<file path="src/rtl/fetch_unit_if.sv">
// Fetch-stage bundle: instruction-memory req/ack channel, datapath redirect/stall inputs,
// and the IR fields presented to the decoder.
interface fetch_unit_if #(
    parameter int PC_W   = 8,
    parameter int INST_W = 8
);
    logic              imem_req;
    logic [PC_W-1:0]   imem_addr;
    logic              imem_ack;
    logic [INST_W-1:0] imem_rdata;
    logic              stall;
    logic              redirect;
    logic [PC_W-1:0]   redirect_pc;
    logic              inst_valid;
    logic [2:0]        inst1;
    logic              inst2;
    logic [3:0]        operand;
    logic [PC_W-1:0]   ir_pc;
    logic [PC_W-1:0]   pc_plus1;

    modport master (
        output imem_req, imem_addr, inst_valid, inst1, inst2, operand, ir_pc, pc_plus1,
        input  imem_ack, imem_rdata, stall, redirect, redirect_pc
    );

    modport slave (
        input  imem_req, imem_addr, inst_valid, inst1, inst2, operand, ir_pc, pc_plus1,
        output imem_ack, imem_rdata, stall, redirect, redirect_pc
    );
endinterface

</file>
<file path="src/rtl/fetch_unit.sv">
// Instruction fetch: one outstanding imem read, IR valid 1 cycle after an accepted ack.
// Backpressure: req held until ack; stall holds a full IR; redirects during a request are deferred.
module fetch_unit #(
    parameter int              PC_W     = 8,
    parameter int              INST_W   = 8,
    parameter logic [PC_W-1:0] RESET_PC = '0
) (
    input  logic          clk,
    input  logic          rst_n,
    fetch_unit_if.master  bus
);
    typedef enum logic [1:0] {
        FETCH = 2'd0,
        DROP  = 2'd1,
        FULL  = 2'd2
    } state_t;

    localparam logic [PC_W-1:0] PC_ONE = {{(PC_W-1){1'b0}}, 1'b1};

    state_t            state_q;
    logic [PC_W-1:0]   fetch_pc_q;
    logic [PC_W-1:0]   pending_pc_q;
    logic [PC_W-1:0]   ir_pc_q;
    logic [INST_W-1:0] ir_q;

    always_ff @(posedge clk) begin
        if (!rst_n) begin
            state_q      <= FETCH;
            fetch_pc_q   <= RESET_PC;
            pending_pc_q <= '0;
            ir_pc_q      <= '0;
            ir_q         <= '0;
        end else begin
            case (state_q)
                FETCH: begin
                    if (bus.imem_ack) begin
                        if (bus.redirect) begin
                            fetch_pc_q <= bus.redirect_pc;
                        end else begin
                            ir_q       <= bus.imem_rdata;
                            ir_pc_q    <= fetch_pc_q;
                            fetch_pc_q <= fetch_pc_q + PC_ONE;
                            state_q    <= FULL;
                        end
                    end else if (bus.redirect) begin
                        // Address must stay put until the in-flight request is acked.
                        pending_pc_q <= bus.redirect_pc;
                        state_q      <= DROP;
                    end
                end
                DROP: begin
                    if (bus.redirect) begin
                        pending_pc_q <= bus.redirect_pc;
                    end
                    if (bus.imem_ack) begin
                        fetch_pc_q <= bus.redirect ? bus.redirect_pc : pending_pc_q;
                        state_q    <= FETCH;
                    end
                end
                FULL: begin
                    if (bus.redirect) begin
                        fetch_pc_q <= bus.redirect_pc;
                        state_q    <= FETCH;
                    end else if (!bus.stall) begin
                        state_q <= FETCH;
                    end
                end
                default: state_q <= FETCH;
            endcase
        end
    end

    assign bus.imem_req   = (state_q == FETCH) || (state_q == DROP);
    assign bus.imem_addr  = fetch_pc_q;
    assign bus.inst_valid = (state_q == FULL);
    assign bus.inst1      = ir_q[7:5];
    assign bus.inst2      = ir_q[4];
    assign bus.operand    = ir_q[3:0];
    assign bus.ir_pc      = ir_pc_q;
    assign bus.pc_plus1   = ir_pc_q + PC_ONE;
endmodule

</file>
<file path="src/flat_wrapper.sv">
// flat-port wrapper written by rule: the top's interface ports become plain ports
module fetch_unit_flat 
#(
    parameter int              PC_W     = 8,
    parameter int              INST_W   = 8,
    parameter logic [PC_W-1:0] RESET_PC = '0
)
  (clk, rst_n, bus_imem_req, bus_imem_addr, bus_inst_valid, bus_inst1, bus_inst2, bus_operand, bus_ir_pc, bus_pc_plus1, bus_imem_ack, bus_imem_rdata, bus_stall, bus_redirect, bus_redirect_pc);
  fetch_unit_if #(.PC_W(PC_W), .INST_W(INST_W)) bus_i ();
  input  logic clk;
  input  logic rst_n;
  output wire logic [$bits(bus_i.imem_req)-1:0] bus_imem_req;
  output wire logic [$bits(bus_i.imem_addr)-1:0] bus_imem_addr;
  output wire logic [$bits(bus_i.inst_valid)-1:0] bus_inst_valid;
  output wire logic [$bits(bus_i.inst1)-1:0] bus_inst1;
  output wire logic [$bits(bus_i.inst2)-1:0] bus_inst2;
  output wire logic [$bits(bus_i.operand)-1:0] bus_operand;
  output wire logic [$bits(bus_i.ir_pc)-1:0] bus_ir_pc;
  output wire logic [$bits(bus_i.pc_plus1)-1:0] bus_pc_plus1;
  input wire logic [$bits(bus_i.imem_ack)-1:0] bus_imem_ack;
  input wire logic [$bits(bus_i.imem_rdata)-1:0] bus_imem_rdata;
  input wire logic [$bits(bus_i.stall)-1:0] bus_stall;
  input wire logic [$bits(bus_i.redirect)-1:0] bus_redirect;
  input wire logic [$bits(bus_i.redirect_pc)-1:0] bus_redirect_pc;
  assign bus_imem_req = bus_i.imem_req;
  assign bus_imem_addr = bus_i.imem_addr;
  assign bus_inst_valid = bus_i.inst_valid;
  assign bus_inst1 = bus_i.inst1;
  assign bus_inst2 = bus_i.inst2;
  assign bus_operand = bus_i.operand;
  assign bus_ir_pc = bus_i.ir_pc;
  assign bus_pc_plus1 = bus_i.pc_plus1;
  assign bus_i.imem_ack = bus_imem_ack;
  assign bus_i.imem_rdata = bus_imem_rdata;
  assign bus_i.stall = bus_stall;
  assign bus_i.redirect = bus_redirect;
  assign bus_i.redirect_pc = bus_redirect_pc;
  fetch_unit #(.PC_W(PC_W), .INST_W(INST_W), .RESET_PC(RESET_PC)) u_core (.clk(clk), .rst_n(rst_n), .bus(bus_i));
endmodule
</file>
<file path="config.mk">
export PLATFORM = sky130hd
export DESIGN_NAME = fetch_unit_flat
export DESIGN_NICKNAME = d
export VERILOG_FILES = /design/src/rtl/fetch_unit_if.sv /design/src/rtl/fetch_unit.sv /design/src/flat_wrapper.sv
export SDC_FILE = /design/constraint.sdc
export NUM_CORES = 1
export LEC_CHECK = 0
export BUFFER_PORTS_ARGS = -buffer_cell sky130_fd_sc_hd__buf_2
export CORE_ASPECT_RATIO = 2
export CORE_MARGIN = 5
export CORE_UTILIZATION = 30
export DETAILED_ROUTE_END_ITERATION = 8
export GPL_TIMING_DRIVEN = 0
export PLACE_DENSITY = 0.48
export SYNTH_ARGS = -nofsm -noshare
export SYNTH_HDL_FRONTEND = slang
export SYNTH_SLANG_ARGS = --single-unit
</file>
<file path="constraint.sdc">
create_clock -name clk -period 2.75 [get_ports clk]
set_clock_uncertainty 0.2 [all_clocks]
set_input_delay 0.55 -clock clk [delete_from_list [all_inputs] [get_ports clk]]
set_output_delay 0.55 -clock clk [all_outputs]
set_load 0.05 [all_outputs]
</file>
# ---- After elaboration in Yosys (flattened, before gate mapping)
# Index checks and enable logic that the tools add are counted.
dict set report classes {
  add_sub_neg 2
  bitwise 1
  reduce_logical 8
  eq_ne 9
  n_mux 15
}
# cell count
set ops {}
lappend ops {{$mux 8} 6}
lappend ops {{$pmux 8 s3} 1}
lappend ops {{$add 8x1->8 const B} 2}
lappend ops {{$pmux 8 s2} 1}
lappend ops {{$mux 2} 6}
lappend ops {{$reduce_and 4->1} 2}
lappend ops {{$ne 2x2->1 const B} 3}
lappend ops {{$ne 3x3->1 const B} 2}
lappend ops {{$pmux 2 s3} 1}
lappend ops {{$ne 3x2->1 const B} 1}
lappend ops {{$reduce_and 3->1} 1}
lappend ops {{$reduce_bool 3->1} 1}
lappend ops {{$eq 2x1->1 const B} 1}
lappend ops {{$eq 2x2->1 const B} 1}
lappend ops {{$logic_not 2->1} 1}
lappend ops {{$ne 2x1->1 const B} 1}
lappend ops {{$reduce_and 2->1} 1}
lappend ops {{$reduce_bool 2->1} 1}
lappend ops {{$logic_or 1x1->1} 1}
lappend ops {{$not 1->1} 1}
dict set report totals {
  in_bits 21
  ff_bits 34
  out_inout_bits 34
  elab_cells 40
}

# ---- Longest topological paths before layout
dict set report depth {
  word_depth 4
  depth_mapped 8
  ltp_nobuf 6
}

# ---- Least setup slack after synthesis
# OpenSTA, ideal clock, no wires.
dict set report synth_timing {
  path_type {reg-to-output}
  from {register u_core.ir_pc_q[2] (netlist: u_core.bus.ir_pc[2])}
  to {output port bus_pc_plus1[5]}
  arrival_ps 1931
  n_path_buf 0
  path_slack_ps 69
  required_ps 2000
  stages_incl_launch_ff 4
  cell_sequence {dfxtp_1 > and3_1 > nand3_1 > xnor2_1}
}
dict set report synth_via {
  elab_chain_len 1
}
# item line_no
set synth_lines {}
lappend synth_lines {{start, declared} fetch_unit.sv:23} ;# logic [PC_W-1:0] ir_pc_q;
lappend synth_lines {{start signal, assigned} fetch_unit.sv:41} ;# ir_pc_q <= fetch_pc_q;
lappend synth_lines {{$add 8x1->8} fetch_unit.sv:80} ;# assign bus.pc_plus1 = ir_pc_q + PC_ONE;
lappend synth_lines {{end, declared} flat_wrapper.sv:19} ;# output wire logic [$bits(bus_i.pc_plus1)-1:0] bus_pc_plus1;
# No other way between the ends.

# ---- Worst setup path in the final report
dict set report layout_timing {
  from {register u_core.state_q[1]}
  to {output port bus_imem_req}
}
dict set report layout_via {
  elab_chain_len 2
}
# item line_no
set layout_lines {}
lappend layout_lines {{start, declared} fetch_unit.sv:20} ;# state_t state_q;
lappend layout_lines {{start signal, assigned} fetch_unit.sv:28} ;# state_q <= FETCH;
lappend layout_lines {{start signal, assigned} fetch_unit.sv:43} ;# state_q <= FULL;
lappend layout_lines {{start signal, assigned} fetch_unit.sv:48} ;# state_q <= DROP;
lappend layout_lines {{$eq 2x1->1 or $logic_not 2->1 (tied branches)} fetch_unit.sv:73} ;# assign bus.imem_req = (state_q == FETCH) || (state_q == DROP);
lappend layout_lines {{$logic_or 1x1->1 (*)} fetch_unit.sv:73}
lappend layout_lines {{end, declared} flat_wrapper.sv:12} ;# output wire logic [$bits(bus_i.imem_req)-1:0] bus_imem_req;
# Mark *: on every way between the ends. The rest lies on a longest branch, timed or not.

==> results.toml <==
[synthesis]
netlist.top_cell.by_area = "dfxtp_1"
yosysUniqueCellTypes = 44
synth-seq-cells = 34
synth_fp_nets = 245
synth_area_leaders = "dfxtp_1 (37%), nand2_1 (8.5%), a21boi_0 (7.3%)"
syn_inst = 218
ys_warn_count = 0
yosysMostFrequentCell = "nand2_1"
synth-edff-count = 0
syn_area_per_cell_um2 = 8.48
netlist_area_mm2 = 0.00185
asyncSetResetFlopFracSynth_pct = 0
synth.top_cells.by_count = "nand2_1 (42), dfxtp_1 (34), a21boi_0 (18)"
synth.top_cell.area_share_pct = 36.8
synth-main-ff-cell = "dfxtp_1"
ys_seq_area_share_pct = 36.8

[drt]
via_count = 1723
drc = 0
firstDrtPassIters = 4
wl_per_cell_um = 15.0
detail_route.iter0.violations = 68
drt_wl_total_mm = 5.13
vias_per_cell = 5.02
drtAntennaViolNets = 0

[pwr]
p_sw_share_pct = 34.5
power.share.clock_pct = 35.4
comb_power_share_pct = 28.3
cellLeakagePower_nw = 1.07
powerDensity_mw_per_mm2 = 679
switching_power_mw = 0.549
internal_power_mw = 1.04
irDropWorstVdd_v = 0.000246
power_mw = 1.59
seq_power_share_pct = 36.4

[timing]
setup_viol = 0
final-hold-violation-count = 0
worst_slew_pin_slew_ns = 0.454
max_freq_mhz = 416
fin_crit_ns = 2.40
finalCritPeriodShare_pct = 87.4
slew_violations = 0
max-slew-margin-rel_pct = 69.7
rsz0062_at_grt = "false"
tns_ns = 0

[critical_path]
path_buf_inv = 3
crit_required_ns = 2.00
critical_path_class = "reg2out"
start_kind = "register"
cp_max_fo = 10
cp_cell_sequence = "inv_1, ha_1, buf_2, or2_2, buf_2"
cp_top_family = "buffers and inverters"
critPathCaptureType = "output pin"
arrival_ns = 1.65
critical_path.max_stage_delay_ns = 0.36
crit_slowest_cell = "dfxtp_1"
cpMostUsedCell = "buf_2"

[finish]
num-fill-cells = 655
area_growth_syn_to_layout_pct = 26.9
fin_util_pct = 39.1
multi_input_comb_area_mm2 = 0.00109
drive_above_1_share_pct = 28.2
finalNetCount = 306
n_antenna_cell = 0
ff_latch_area_um2 = 681
stdcell_count = 343

[worst_hold_path]
hold_class = "reg2reg"

[grt]
grt_max_degree = 11
use_met2_pct = 27.0
grt_util_all_layers_pct = 13.9
grt_pass1_vias = 1701
overflow = 0
grt_pass1_wl_mm = 8.43
antenna_found_initial = 0
busiest_layer = "met2"
use_met1_pct = 13.6
met3_usage_pct = 2.50

[place]
globalplace.congestion = 0.793
dp_cells = 335
hpwl_mm = 4.13
portBuffers = 54

[clocking]
cts_tree = "yes"
cts.repair.resized = 0
numCtsBuffers = 5
clock_path_buffers = 2
clock_tree.root_cell = "clkbuf_16"
clock-sinks = 34
htree_levels = 2
cts_hold_buf = 0
insertion_delay_ns = 0.28
clk_pin_slew_ns = 0.05
cts_setup_buffers = 0

[die]
pin_count = 55
die_h_um = 121
die_x_um = 65.5
core_mm2 = 0.00601
start_util_pct = 30.8
rows = 40
dieArea_mm2 = 0.00793

[outcome]
status = "finished clean"

[flow_run]
max-cap-violations = 0
-- final cells by class --
class	count	area share (%)
clock buffers	7	6.08
plain buffers	13	2.61
multi-input cells	166	46.4
repair buffers	54	11.5
flip-flops and latches	34	29.0
well taps	63	3.36
clock inverters	1	0.213
inverters	5	0.800
-- worst paths after layout --
check | start | to | slack [ns] | depth (start not counted)
worst max register to register | u_core.state_q[0] | u_core.bus.imem_addr[4] | 0.60 | 7
worst min-delay path | u_core.ir_q[0] | u_core.ir_q[0] | 0.26 | 2
worst min register to register | u_core.ir_q[0] | u_core.ir_q[0] | 0.26 | 2
worst max-delay path | u_core.state_q[1] | bus_imem_req | 0.35 | 5
-- logic make-up after synthesis --
| family | synth area share [%] |
|---|---|
| AO/OA/AOI/OAI | 22.6 |
| XOR/XNOR | 3.79 |
| adder cells (fa/ha/maj) | 4.06 |
| buffers and inverters | 4.33 |
| flip-flops | 36.8 |
| multiplexers | 5.48 |
| AND/OR/NAND/NOR | 22.9 |
-- cell usage in the layout, fill, tap and decap left out, types with 5 or more instances in the layout --
cell	n
ha_1	6
xnor2_1	5
a21oi_1	14
clkbuf_1	6
clkbuf_16	5
nand2_1	42
buf_2	61
dfxtp_1	34
mux2i_1	9
nor2b_1	9
inv_1	5
a21boi_0	18
nor2_1	6
nand3_1	9
-- through the flow --
step	hold WS [ns]	setup WS (ns)	area (µm²)
after global placement	0.247	0.644	2200
after CTS	0.261	0.326	2350
after global routing	0.279	0.238	2350
after floorplan	0.277	0.0687	1850
after detailed placement	0.254	0.614	2200
final	0.258	0.347	2350
-- layer usage --
layer	share of wire [%]	up-vias	wire, µm
met5	0	-	0
met4	3.2	0	164
met3	4.4	8	227
met2	56	44	2860
met1	37	784	1880
li1	-	887	-
-- worst min-delay path: cells and delay by family (launching register included) --
family | cells | cell delay [ns]
DFF | 1 | 0.30
AOI/OAI and AO/OA | 1 | 0.06
and+or+nand+nor | 1 | 0.04
-- registers in the layout, indices dropped and copies added (netlist names) --
signal and flops:
u_core.bus.imem_addr 8, u_core.bus.ir_pc 8, u_core.ir_q 8, u_core.pending_pc_q 8, u_core.state_q 2
-- power by group through the flow --
stage,Clock [mW],Sequential [mW],Combinational [mW]
3_5_place_dp,0,0.590,0.455
2_1_floorplan,0,0.678,0.245
4_1_cts,0.582,0.579,0.457
3_3_place_gp,0,0.589,0.453
6_report,0.563,0.579,0.450
5_1_grt,0.607,0.587,0.493
Note: power is estimated with default switching activity, not from simulation.
